===== src/rtl/ps2_pkg.sv =====
// Shared constants for the PS/2 key controller: directions, scan codes, decoder states
// and the key-lookup helpers used by the decoder.
package ps2_pkg;

  localparam logic [1:0] DIR_UP    = 2'd0;
  localparam logic [1:0] DIR_RIGHT = 2'd1;
  localparam logic [1:0] DIR_DOWN  = 2'd2;
  localparam logic [1:0] DIR_LEFT  = 2'd3;

  localparam logic [7:0] PREFIX_EXT    = 8'hE0;
  localparam logic [7:0] PREFIX_BRK    = 8'hF0;
  localparam logic [7:0] KEY_EXT_UP    = 8'h75;
  localparam logic [7:0] KEY_EXT_RIGHT = 8'h74;
  localparam logic [7:0] KEY_EXT_DOWN  = 8'h72;
  localparam logic [7:0] KEY_EXT_LEFT  = 8'h6B;
  localparam logic [7:0] KEY_W         = 8'h1D;
  localparam logic [7:0] KEY_D         = 8'h23;
  localparam logic [7:0] KEY_S         = 8'h1B;
  localparam logic [7:0] KEY_A         = 8'h1C;
  localparam logic [7:0] KEY_P         = 8'h4D;
  localparam logic [7:0] KEY_ENTER     = 8'h5A;
  localparam logic [7:0] KEY_ESC       = 8'h76;

  localparam logic [1:0] SYS_PAUSE = 2'd0;
  localparam logic [1:0] SYS_START = 2'd1;
  localparam logic [1:0] SYS_ESC   = 2'd2;

  typedef enum logic [1:0] {
    ST_IDLE    = 2'd0,
    ST_EXT     = 2'd1,
    ST_BRK     = 2'd2,
    ST_EXT_BRK = 2'd3
  } dec_state_t;

  // idx[2] selects the normal (WASD) bank, idx[1:0] is the direction
  typedef struct packed {
    logic       hit;
    logic [2:0] idx;
  } key_sel_t;

  typedef struct packed {
    logic       hit;
    logic [1:0] idx;
  } sys_sel_t;

  function automatic key_sel_t dir_key_sel(input logic [7:0] code, input logic ext);
    key_sel_t sel;
    sel.hit = 1'b1;
    sel.idx = 3'd0;
    if (ext) begin
      case (code)
        KEY_EXT_UP:    sel.idx = {1'b0, DIR_UP};
        KEY_EXT_RIGHT: sel.idx = {1'b0, DIR_RIGHT};
        KEY_EXT_DOWN:  sel.idx = {1'b0, DIR_DOWN};
        KEY_EXT_LEFT:  sel.idx = {1'b0, DIR_LEFT};
        default:       sel.hit = 1'b0;
      endcase
    end else begin
      case (code)
        KEY_W:   sel.idx = {1'b1, DIR_UP};
        KEY_D:   sel.idx = {1'b1, DIR_RIGHT};
        KEY_S:   sel.idx = {1'b1, DIR_DOWN};
        KEY_A:   sel.idx = {1'b1, DIR_LEFT};
        default: sel.hit = 1'b0;
      endcase
    end
    return sel;
  endfunction

  function automatic sys_sel_t sys_key_sel(input logic [7:0] code);
    sys_sel_t sel;
    sel.hit = 1'b1;
    sel.idx = 2'd0;
    case (code)
      KEY_P:     sel.idx = SYS_PAUSE;
      KEY_ENTER: sel.idx = SYS_START;
      KEY_ESC:   sel.idx = SYS_ESC;
      default:   sel.hit = 1'b0;
    endcase
    return sel;
  endfunction

endpackage


===== src/rtl/ps2_turn_fifo.sv =====
// Circular queue of 2-bit turn requests; when full and not popping, a push replaces
// the newest entry so the latest intent is kept.
module ps2_turn_fifo
  import ps2_pkg::*;
#(
  parameter int DEPTH = 4
) (
  input  logic                       clock,
  input  logic                       resetn,
  input  logic                       push,
  input  logic [1:0]                 push_data,
  input  logic                       pop,
  output logic [1:0]                 head,
  output logic [1:0]                 newest,
  output logic [$clog2(DEPTH):0]     count,
  output logic                       overwrite
);
  localparam int AW = $clog2(DEPTH);
  localparam int CW = AW + 1;

  logic [1:0]    mem_r [DEPTH];
  logic [AW-1:0] rd_ptr_r, wr_ptr_r, newest_ptr_s;
  logic [CW-1:0] count_r;
  logic          full_s, pop_ok_s, append_s;

  assign newest_ptr_s = wr_ptr_r - 1'b1;
  assign full_s       = (count_r == CW'(DEPTH));
  assign pop_ok_s     = pop & (count_r != {CW{1'b0}});
  assign overwrite    = push & full_s & ~pop_ok_s;
  assign append_s     = push & ~overwrite;
  assign head         = mem_r[rd_ptr_r];
  assign newest       = mem_r[newest_ptr_s];
  assign count        = count_r;

  // Storage, pointers and occupancy
  always_ff @(posedge clock or negedge resetn) begin
    if (!resetn) begin
      for (int i = 0; i < DEPTH; i++) mem_r[i] <= 2'd0;
      rd_ptr_r <= {AW{1'b0}};
      wr_ptr_r <= {AW{1'b0}};
      count_r  <= {CW{1'b0}};
    end else begin
      if (pop_ok_s) rd_ptr_r <= rd_ptr_r + 1'b1;
      if (overwrite) begin
        mem_r[newest_ptr_s] <= push_data;
      end else if (append_s) begin
        mem_r[wr_ptr_r] <= push_data;
        wr_ptr_r        <= wr_ptr_r + 1'b1;
      end
      case ({append_s, pop_ok_s})
        2'b10:   count_r <= count_r + 1'b1;
        2'b01:   count_r <= count_r - 1'b1;
        default: count_r <= count_r;
      endcase
    end
  end

endmodule


===== src/rtl/ps2_key_controller.sv =====
// Turns the PS/2 byte stream into Pacman commands: prefix decoding with timeout,
// per-key held state, a queued turn request stream and one-cycle control pulses.
module ps2_key_controller
  import ps2_pkg::*;
#(
  parameter int DEPTH          = 4,
  parameter int TIMEOUT_CYCLES = 2500000
) (
  input  logic       clock,
  input  logic       resetn,
  input  logic [7:0] ps2_key_data,
  input  logic       ps2_key_pressed,
  output logic       turn_valid,
  output logic [1:0] turn_dir,
  input  logic       turn_ready,
  output logic [3:0] held_dir,
  output logic       pause_pulse,
  output logic       start_pulse,
  output logic       esc_pulse,
  output logic       overflow
);
  localparam int            CW      = $clog2(DEPTH) + 1;
  localparam int            TW      = $clog2(TIMEOUT_CYCLES + 1);
  localparam logic [TW-1:0] TO_LAST = TW'(TIMEOUT_CYCLES - 1);

  dec_state_t    state_r, state_nxt_s;
  logic [TW-1:0] cnt_r, cnt_nxt_s;
  logic          decode_s, brk_s, ext_s;
  key_sel_t      dir_sel_s;
  sys_sel_t      sys_sel_s;
  logic [7:0]    held_r, held_nxt_s;
  logic [2:0]    sys_held_r, sys_held_nxt_s, pulse_r, pulse_nxt_s;
  logic          push_s, push_eff_s, pop_s, overwrite_s, overflow_r;
  logic [1:0]    push_dir_s, newest_s;
  logic [CW-1:0] fifo_count_s;

  // Prefix decoder next state and pending-prefix timeout
  always_comb begin
    state_nxt_s = state_r;
    cnt_nxt_s   = {TW{1'b0}};
    decode_s    = 1'b0;
    brk_s       = 1'b0;
    ext_s       = 1'b0;
    if (ps2_key_pressed) begin
      case (state_r)
        ST_IDLE: begin
          if (ps2_key_data == PREFIX_EXT) state_nxt_s = ST_EXT;
          else if (ps2_key_data == PREFIX_BRK) state_nxt_s = ST_BRK;
          else decode_s = 1'b1;
        end
        ST_EXT: begin
          if (ps2_key_data == PREFIX_BRK) begin
            state_nxt_s = ST_EXT_BRK;
          end else begin
            decode_s    = 1'b1;
            ext_s       = 1'b1;
            state_nxt_s = ST_IDLE;
          end
        end
        ST_BRK: begin
          decode_s    = 1'b1;
          brk_s       = 1'b1;
          state_nxt_s = ST_IDLE;
        end
        ST_EXT_BRK: begin
          decode_s    = 1'b1;
          brk_s       = 1'b1;
          ext_s       = 1'b1;
          state_nxt_s = ST_IDLE;
        end
        default: state_nxt_s = ST_IDLE;
      endcase
    end else if (state_r != ST_IDLE) begin
      if (cnt_r == TO_LAST) state_nxt_s = ST_IDLE;
      else cnt_nxt_s = cnt_r + 1'b1;
    end else begin
      cnt_nxt_s = {TW{1'b0}};
    end
  end

  assign dir_sel_s = dir_key_sel(ps2_key_data, ext_s);
  assign sys_sel_s = sys_key_sel(ps2_key_data);

  // Held-key bookkeeping; only a fresh make (not typematic repeat) pushes or pulses
  always_comb begin
    held_nxt_s     = held_r;
    sys_held_nxt_s = sys_held_r;
    pulse_nxt_s    = 3'b000;
    push_s         = 1'b0;
    push_dir_s     = dir_sel_s.idx[1:0];
    if (decode_s && dir_sel_s.hit) begin
      if (brk_s) begin
        held_nxt_s[dir_sel_s.idx] = 1'b0;
      end else if (!held_r[dir_sel_s.idx]) begin
        held_nxt_s[dir_sel_s.idx] = 1'b1;
        push_s                    = 1'b1;
      end else begin
        held_nxt_s = held_r;
      end
    end else if (decode_s && !ext_s && sys_sel_s.hit) begin
      if (brk_s) begin
        sys_held_nxt_s[sys_sel_s.idx] = 1'b0;
      end else if (!sys_held_r[sys_sel_s.idx]) begin
        sys_held_nxt_s[sys_sel_s.idx] = 1'b1;
        pulse_nxt_s[sys_sel_s.idx]    = 1'b1;
      end else begin
        sys_held_nxt_s = sys_held_r;
      end
    end else begin
      held_nxt_s = held_r;
    end
  end

  assign pop_s      = turn_valid & turn_ready;
  assign push_eff_s = push_s & ~(turn_valid & (newest_s == push_dir_s));

  ps2_turn_fifo #(.DEPTH(DEPTH)) u_fifo (
    .clock     (clock),
    .resetn    (resetn),
    .push      (push_eff_s),
    .push_data (push_dir_s),
    .pop       (pop_s),
    .head      (turn_dir),
    .newest    (newest_s),
    .count     (fifo_count_s),
    .overwrite (overwrite_s)
  );

  assign turn_valid  = (fifo_count_s != {CW{1'b0}});
  assign held_dir    = held_r[3:0] | held_r[7:4];
  assign pause_pulse = pulse_r[0];
  assign start_pulse = pulse_r[1];
  assign esc_pulse   = pulse_r[2];
  assign overflow    = overflow_r;

  // Decoder, key-state, pulse and sticky overflow registers
  always_ff @(posedge clock or negedge resetn) begin
    if (!resetn) begin
      state_r    <= ST_IDLE;
      cnt_r      <= {TW{1'b0}};
      held_r     <= 8'h00;
      sys_held_r <= 3'b000;
      pulse_r    <= 3'b000;
      overflow_r <= 1'b0;
    end else begin
      state_r    <= state_nxt_s;
      cnt_r      <= cnt_nxt_s;
      held_r     <= held_nxt_s;
      sys_held_r <= sys_held_nxt_s;
      pulse_r    <= pulse_nxt_s;
      overflow_r <= overflow_r | overwrite_s;
    end
  end

endmodule

===== config.mk =====
export PLATFORM = sky130hd
export DESIGN_NAME = ps2_key_controller
export DESIGN_NICKNAME = d
export VERILOG_FILES = /design/src/rtl/ps2_pkg.sv /design/src/rtl/ps2_turn_fifo.sv /design/src/rtl/ps2_key_controller.sv
export SDC_FILE = /design/constraint.sdc
export NUM_CORES = 1
export LEC_CHECK = 0
export ABC_CLOCK_PERIOD_IN_PS = 6100
export CORE_MARGIN = 2
export CORE_UTILIZATION = 35
export CTS_CLUSTER_DIAMETER = 200
export CTS_CLUSTER_SIZE = 16
export DETAILED_ROUTE_END_ITERATION = 12
export PLACE_DENSITY = 0.56
export SYNTH_ARGS = -nofsm -noshare
export SYNTH_HDL_FRONTEND = slang
export SYNTH_SLANG_ARGS = --single-unit

===== constraint.sdc =====
create_clock -name clock -period 6.1 [get_ports clock]
set_input_delay 0.915 -clock clock [delete_from_list [all_inputs] [get_ports clock]]
set_output_delay 0.915 -clock clock [all_outputs]
set_load 0.02 [all_outputs]

# Word level (Yosys, flattened, before mapping)

Cells that the tools add are included.

Register bits after elaboration: 54
Word-level logic and storage cells: 156
Bits of input ports: 12

$lt $le $gt $ge: 9
Reduce and logical (&&, ||, !) cells: 23
Bitwise logic cells: 22
$add $sub $neg: 6
Eq/ne operators: 24
Mux-type cells: 59

Operators by type and width:

| operator                | count |
|---|---|
| $mux W22                | 3 |
| $eq A8 B7 Y1 const B    | 7 |
| $mux W8                 | 4 |
| $eq A8 B5 Y1 const B    | 3 |
| $mux W2                 | 12 |
| $add A22 B1 Y22 const B | 1 |
| $eq A22 B22 Y1 const B  | 1 |
| $mux W3                 | 6 |
| $bwmux W8               | 2 |
| $eq A8 B8 Y1 const B    | 2 |
| $mux W1                 | 16 |
| $pmux W2 S3             | 2 |
| $pmux W3 S4             | 1 |
| $reduce_bool A2 Y1      | 5 |
| $ge A3 B3 Y1 const B    | 3 |
| $not A2 Y3              | 3 |
| $and A8 B8 Y8           | 1 |
| $bmux W2 S2             | 2 |
| $demux W2 S2            | 2 |
| $eq A8 B6 Y1 const B    | 1 |
| $not A8 Y8              | 1 |
| $or A8 B8 Y8            | 1 |
| $reduce_or A4 Y1        | 2 |
| $and A1 B1 Y1           | 7 |
| 38 further kinds        | 55 |

# Longest topological paths before layout

Gate-level depths: netlist (run 1).

Word-level depth: 17
Gate-level depth with buffers: 14

# By module

Synthesis (run 1) repeated with hierarchy kept, for this count alone.

Cells, all modules: 312
Area, all modules: 3214.3 sq um

By module, submodules not included:

| module             | area an instance (sq um) | times used | cells each |
|---|---|---|---|
| ps2_key_controller | 2343.5                   | 1          | 248 |
| ps2_turn_fifo      | 870.8                    | 1          | 64 |

# Least setup slack after synthesis (run 1)

OpenSTA, ideal clock, no wires.

Kind: in2reg
From: input port ps2_key_data[1]
To: register u_fifo.count_r[2] (netlist: u_fifo.count[2])
Setup slack: 1.814 ns
Setup time: 0.079 ns
Arrival: 4.207 ns
Cell stages on the path: 14
Cell sequence: buf_2 > or4b_4 > o311ai_2 > nor3_1 > or4_1 > a21oi_2 > nor3b_1 > nand3_1 > ha_1 > inv_1 > fa_1 > xor2_1 > nor2_1 > xor2_1

Longest elaborated chain between the ends: 17
Elaborated cells between the ends (all ways): 41
Classes of those cells: eq/ne (13); mux (17); bitwise (7); reduce/logical (4)

RTL lines:

| what                                                     | RTL line                                           | RTL |
|---|---|---|
| start, declared                                          | ps2_key_controller.sv:11                           | `input logic [7:0] ps2_key_data,` |
| $eq A8 B8 Y1                                             | ps2_key_controller.sv:48, ps2_key_controller.sv:52 |  |
| $mux W1                                                  | ps2_key_controller.sv:48, ps2_key_controller.sv:52 |  |
| $pmux W1 S2                                              | ps2_key_controller.sv:45                           | `case (state_r)` |
| $mux W1                                                  | ps2_key_controller.sv:44                           | `if (ps2_key_pressed) begin` |
| $mux W4                                                  | ps2_pkg.sv:50                                      | `if (ext) begin` |
| $bmux W1 S3                                              | ps2_key_controller.sv:94                           | `end else if (!held_r[dir_sel_s.idx]) begin` |
| $mux W1 (implied by the code)                            | ps2_key_controller.sv:94                           |  |
| $mux W1                                                  | ps2_key_controller.sv:94                           |  |
| $mux W1                                                  | ps2_key_controller.sv:92                           | `if (brk_s) begin` |
| $mux W1                                                  | ps2_key_controller.sv:91                           | `if (decode_s && dir_sel_s.hit) begin` |
| $and A1 B1 Y1 (*)                                        | ps2_key_controller.sv:115                          | `assign push_eff_s = push_s & ~(turn_valid & (newest_s == push_dir_s));` |
| $and A1 B1 Y1 (2 in a row)                               | ps2_turn_fifo.sv:29                                | `assign overwrite = push & full_s & ~pop_ok_s;` |
| $not A1 Y1 (no line)                                     | -                                                  |  |
| $and A1 B1 Y1 (*)                                        | ps2_turn_fifo.sv:30                                | `assign append_s = push & ~overwrite;` |
| $eq A2 B1 Y1 / $eq A2 B2 Y1 (equally long branches)      | ps2_turn_fifo.sv:50                                | `case ({append_s, pop_ok_s})` |
| $pmux W3 S2 / $reduce_bool A2 Y1 (equally long branches) | -                                                  |  |
| end signal, assigned                                     | ps2_turn_fifo.sv:51                                | `2'b10: count_r <= count_r + 1'b1;` |
| end signal, assigned                                     | ps2_turn_fifo.sv:52                                | `2'b01: count_r <= count_r - 1'b1;` |
| end signal, assigned                                     | ps2_turn_fifo.sv:53                                | `default: count_r <= count_r;` |
| end, declared                                            | ps2_turn_fifo.sv:23                                | `logic [CW-1:0] count_r;` |

Mark *: on every way between the ends. The rest lies on a longest branch, timed or not. The select of a mux whose other input is x is not followed.
A chain may end at the register's enable or synchronous reset.

# Worst setup path in the final report (run 1)

From: input port ps2_key_data[2]
To: register u_fifo.count_r[2] (netlist: u_fifo.count[2])

Same word-level chain as after synthesis.

==> flow_metrics.tcl, run 1 <==
set metrics [dict create \
    status "completed" \
    synthCells 332 \
    finalSetupViolations 0 \
    fin_ws_ns 1.37 \
    die_y_um 102 \
    utilization_pct 41.0 \
    cts_max_level 2 \
    worstPathRequired_ns 6.34 \
    period_share_pct 77.5 \
    drt_pre_antenna_iters 4 \
    clk_pin_slew_worst_paths_ns 0.09 \
    synth_warnings 0 \
    overflow 0 \
    synth-seq-area-share_pct 40.4 \
    nNetsFinal 372 \
    area_growth_pct 13.3 \
    synth_edf_count 0 \
    grt_pass1_vias 2479 \
    grt_start_max_net_pins 55 \
    drc_errors 0 \
    finalHoldViolations 0 \
    stdcell_count 480 \
    start_util_pct 36.2 \
    ant_nets 0 \
    ys_types 62 \
    max_cap_viol_count 0 \
    final_area_mm2 0.00379 \
    io_buffers 22 \
    hold_class "register to register" \
    setup_tns_ns 0 \
    dp_slack_ns 1.06 \
    layout-drive-gt1-share_pct 12.8 \
    clock_latency_ns 0.31 \
    drt-wirelength-per-cell_um 14.4 \
    max_freq_mhz 212 \
    end_kind "register" \
    vias 2527 \
    dp_cells 473 \
    wl_um 6910 \
    slew_viol_final 0 \
    syn_area_mm2 0.00334 \
    crit_type "input pin to register" \
    ys_seq_elements 54 \
    syn_nets 353 \
    yosysTopAreaCell "dfrtp_1" \
    max_slew_margin_pct 39.3 \
    gr-usage-all-layers_pct 14.3 \
    critPathArrivalTime_ns 4.97 \
    synth-async-reset-ratio_pct 100 \
    hpwl_um 5050 \
    die_width_um 102 \
    die_area_mm2 0.0103 \
    routed_via_density 5.26 \
    grt_pass1_wl_um 11800 \
    syn-mean-instance-area_um2 10.1 \
    skew_ns 0.0135 \
    cts_tree "yes" \
    ys.flop_type "dfrtp_1" \
    io_pins 23 \
    start_kind "input pin" \
    worst_pin_slew_ns 0.910 \
    rsz0062_at_grt "no" \
    powerDensity_mw_per_mm2 220 \
    grt_antenna_before_repair 0 \
    cts.sinks 54 \
    antenna_cells 0 \
    leakage_nw 1.55 \
    vdd_drop_max_mv 0.171 \
    gp_congestion 0.903 \
    cts_buffer_depth 2 \
    cts_hold_buf 0 \
    cp_max_fo 10 \
    ff2ff_setup_slack_ns 2.35 \
    ys_top_cells_by_area "dfrtp_1, xor2_1, nand2_1" \
    rows 35 \
    synth_top_area_share_pct 40.4 \
    fin_crit_ns 4.73 \
    postCtsSetupBuffers 0 \
    cts_root_buffer "clkbuf_8" \
    placed_area_mm2 0.00368 \
    numCtsBuffers 5 \
    dr.first_iter.drc_count 82 \
    core_area_mm2 0.00924 \
    ctsResizeCount 0 \
]
==> cell families (layout without fill, tap and decap cells) <==
group,count (synthesis),after routing,share of synthesized area [%]
compound gates,43,43,12.7
xor+xnor,27,27,7.08
fa+ha+maj,9,9,3.59
buf+inv,21,40,2.66
flops,54,54,40.4
mux,24,24,9.29
simple gates,154,154,24.3
==> stage by stage <==
stage               hold slack (ns)  power, mW
floorplan                     0.455      0.546
detailed placement            0.473      0.604
global route                  0.511      0.882
finish                        0.488      0.834
global placement              0.479      0.601
CTS                           0.500      0.847
==> report_power, final <==
group | switching, mW | internal [mW]
Sequential | 0.0331 | 0.385
Clock | 0.117 | 0.121
Combinational | 0.0973 | 0.0814
==> synthesized netlist by cell type (all sizes together) (3+ instances only) <==
| cell | number |
|---|---|
| a2111oi | 6 |
| a211oi | 3 |
| a21oi | 7 |
| a41oi | 4 |
| and2 | 6 |
| and3 | 8 |
| and4 | 3 |
| buf | 3 |
| clkbuf | 8 |
| dfrtp | 54 |
| ha | 8 |
| inv | 10 |
| mux2 | 16 |
| mux2i | 4 |
| mux4 | 4 |
| nand2 | 37 |
| nand2b | 3 |
| nand3 | 14 |
| nand3b | 8 |
| nand4 | 4 |
| nor2 | 37 |
| nor2b | 5 |
| nor3 | 6 |
| nor4b | 3 |
| or2 | 7 |
| or3b | 3 |
| xnor2 | 10 |
| xor2 | 17 |
==> path summary, 6_finish.rpt <==
path,start,to,depth (start not counted)
max,ps2_key_data[2],u_fifo.count[2],14
min,overflow,overflow,1
max reg2reg,state_r[1],u_fifo.count[2],13
min reg2reg,overflow,overflow,1
max in group asynchronous,resetn,asynchronous set/reset pin,2
min in group asynchronous,resetn,cnt_r[13],2
==> critical path, cell delays in order <==
cell and delay (ns):
clkdlybuf4s50_1 0.54, or4b_4 0.63, o311ai_2 0.39, nor3_1 0.20
or4_1 0.54, a21oi_2 0.46, nor3b_1 0.14, nand3_1 0.11
ha_1 0.19, inv_1 0.06, fa_1 0.37, xor2_1 0.15
nor2_1 0.12, xor2_1 0.15
==> layer usage <==
| metal | global-route usage (%) | part of all wire [%] |
|---|---|---|
| met3 | 3.24 | 3.5 |
| met5 | 0 | 0 |
| met2 | 21.7 | 44 |
| met4 | 4.68 | 1.7 |
| met1 | 20.3 | 51 |
==> cell usage in the layout (no fill, tap or decap), drive strengths merged, types with 3 or more instances in the layout <==
master,synthesis,layout
xnor2,10,10
and4,3,3
nor2b,5,5
mux2i,4,4
clkdlybuf4s50,0,21
nor3,6,6
nand2,37,37
clkbuf,8,5
mux2,16,16
xor2,17,17
a2111oi,6,6
or3b,3,3
a21oi,7,7
or2,7,7
and3,8,8
a211oi,3,3
mux4,4,4
ha,8,8
a41oi,4,4
nor4b,3,3
nand3,14,14
nand4,4,4
nand3b,8,8
and2,6,6
nor2,37,37
dfrtp,54,54
nand2b,3,3
inv,10,10
==> layout make-up <==
class,count,area (µm²)
fill,933,5450
multi-input combinational,257,1910
sequential,54,1350
timing repair buffer,23,223
tap,129,161
clock buffer,5,68.8
clock inverter,2,38.8
inverter,10,37.5
No activity file was read; power rests on OpenSTA's default activity.
==> inputs of run 2 (changes only) <==
--- a/config.mk
+++ b/config.mk
@@ -5,7 +5,7 @@
 export SDC_FILE = /design/constraint.sdc
 export NUM_CORES = 1
 export LEC_CHECK = 0
-export ABC_CLOCK_PERIOD_IN_PS = 6100
+export ABC_CLOCK_PERIOD_IN_PS = 4600
 export CORE_MARGIN = 2
 export CORE_UTILIZATION = 35
 export CTS_CLUSTER_DIAMETER = 200
==> constraint.sdc (replaced) <==
create_clock -name clock -period 4.6 [get_ports clock]
set_input_delay 0.69 -clock clock [delete_from_list [all_inputs] [get_ports clock]]
set_output_delay 0.69 -clock clock [all_outputs]
set_load 0.02 [all_outputs]
==> run 2 against run 1 <==
Compared with the run above: via count up 0.40%; flip-flop and latch count unchanged; sequential share of layout area down 0.58 points; non-clock buffer count up 10; combinational power up 38%; die area unchanged; routed wire length up 1.5%; global-route usage up 0.40 points; largest power group unchanged; highest routed layer unchanged.
==> flow_metrics.tcl, run 2 (synthesized netlist as in run 1, its figures left out) <==
set metrics [dict create \
    skew_ns 0.0156 \
    core_area_mm2 0.00924 \
    grt_pass1_wl_um 12100 \
    gp_congestion 0.879 \
    area_growth_pct 15.2 \
    dr.first_iter.drc_count 96 \
    gr-usage-all-layers_pct 14.7 \
    setup_tns_ns 0 \
    cts_tree "yes" \
    leakage_nw 1.60 \
    final_common_cell "dfrtp_1" \
    numCtsBuffers 5 \
    grt_antenna_before_repair 0 \
    max_slew_margin_pct 38.7 \
    finalSetupViolations 0 \
    critPathArrivalTime_ns 4.35 \
    clock_latency_ns 0.32 \
    r2r-end "u_fifo.count[2]" \
    routed_via_density 5.17 \
    drt-wirelength-per-cell_um 14.3 \
    r2r-start "state_r[1]" \
    placed_area_mm2 0.00375 \
    rows 35 \
    vdd_drop_max_mv 0.138 \
    powerDensity_mw_per_mm2 282 \
    cts_root_buffer "clkbuf_8" \
    wl_um 7020 \
    stdcell_count 491 \
    cts_hold_buf 0 \
    worst_pin_slew_ns 0.907 \
    cts_max_level 2 \
    io_buffers 22 \
    period_share_pct 89.4 \
    die_y_um 102 \
    layout-drive-gt1-share_pct 15.5 \
    vias 2537 \
    worstRegToRegCells 13 \
    mostFrequentLayoutCells "dfrtp_1, nor2_1, nand2_1, clkdlybuf4s50_1, xor2_1" \
    antenna_cells 0 \
    ant_nets 0 \
    cts.sinks 54 \
    crit_type "input pin to register" \
    fin_crit_ns 4.11 \
    max_cap_viol_count 0 \
    ff2ff_setup_slack_ns 1.31 \
    rsz0062_at_grt "no" \
    worstPathRequired_ns 4.84 \
    dp_slack_ns 0.195 \
    finalHoldViolations 0 \
    dp_cells 483 \
    power.total_mw 1.09 \
    cp_max_fo 10 \
    fin_ws_ns 0.486 \
    nNetsFinal 382 \
    start_kind "input pin" \
    io_pins 23 \
    overflow 0 \
    drt_pre_antenna_iters 4 \
    final_area_mm2 0.00385 \
    grt_start_max_net_pins 55 \
    cts_buffer_depth 2 \
    grt_pass1_vias 2511 \
    die_width_um 102 \
    drc_errors 0 \
    postCtsSetupBuffers 0 \
    status "completed" \
    max_freq_mhz 243 \
    die_area_mm2 0.0103 \
    end_kind "register" \
    slew_viol_final 0 \
    hpwl_um 5150 \
    clk_pin_slew_worst_paths_ns 0.11 \
    ctsResizeCount 0 \
    hold_class "input pin to asynchronous set/reset pin" \
    start_util_pct 36.2 \
]
-- run 2: worst max-delay path, cell delays in order --
cell and delay [ns]:
clkdlybuf4s50_1 0.63, or3b_2 0.53, a211oi_1 0.53, and2_1 0.22
a21boi_0 0.26, or4_4 0.27, nand2_1 0.09, nand3_1 0.09
ha_1 0.18, inv_1 0.06, fa_1 0.37, xor2_1 0.15
nor2_1 0.11, xor2_1 0.16
-- run 2: cell type report --
cell class                      count  area [µm²]
Multi-Input combinational cell    257        1910
Clock buffer                        5        68.8
Sequential cell                    54        1350
Timing Repair Buffer               33         298
Inverter                           10        37.5
Clock inverter                      3        26.3
Tap cell                          129         161
Fill cell                         918        5390
-- run 2: how the worst max path moves through the flow --
stage / from / end / depth (start not counted)
after CTS: ps2_key_data[2] / u_fifo.count[2] / 14
after floorplan: ps2_key_data[1] / u_fifo.count[2] / 14
after detailed placement: ps2_key_data[2] / u_fifo.count[2] / 14
final: ps2_key_data[2] / u_fifo.count[2] / 14
after global routing: ps2_key_data[2] / u_fifo.count[2] / 14
after global placement: ps2_key_data[2] / u_fifo.count[2] / 14
-- run 2: stage by stage --
stage	hold WS [ns]	utilization, %
after CTS	0.500	41.7
after global routing	0.522	41.7
after global placement	0.477	40.6
after floorplan	0.394	-
after detailed placement	0.483	40.6
final	0.478	41.7
-- run 2: layer usage --
metal	global-route usage [%]	wire length, µm	up-vias	share of wire (%)
met5	0	0	-	0
met4	4.47	93	0	1.3
met3	2.48	265	8	3.8
met2	22.3	3050	42	43
met1	21.6	3610	1235	51
li1	-	-	1252	-
-- run 2: power breakdown --
group	switching (mW)	internal [mW]	leakage (nW)
clock	0.173	0.113	0.0491
sequential	0.0449	0.510	0.731
combinational	0.132	0.115	0.817
total	0.349	0.738	1.60
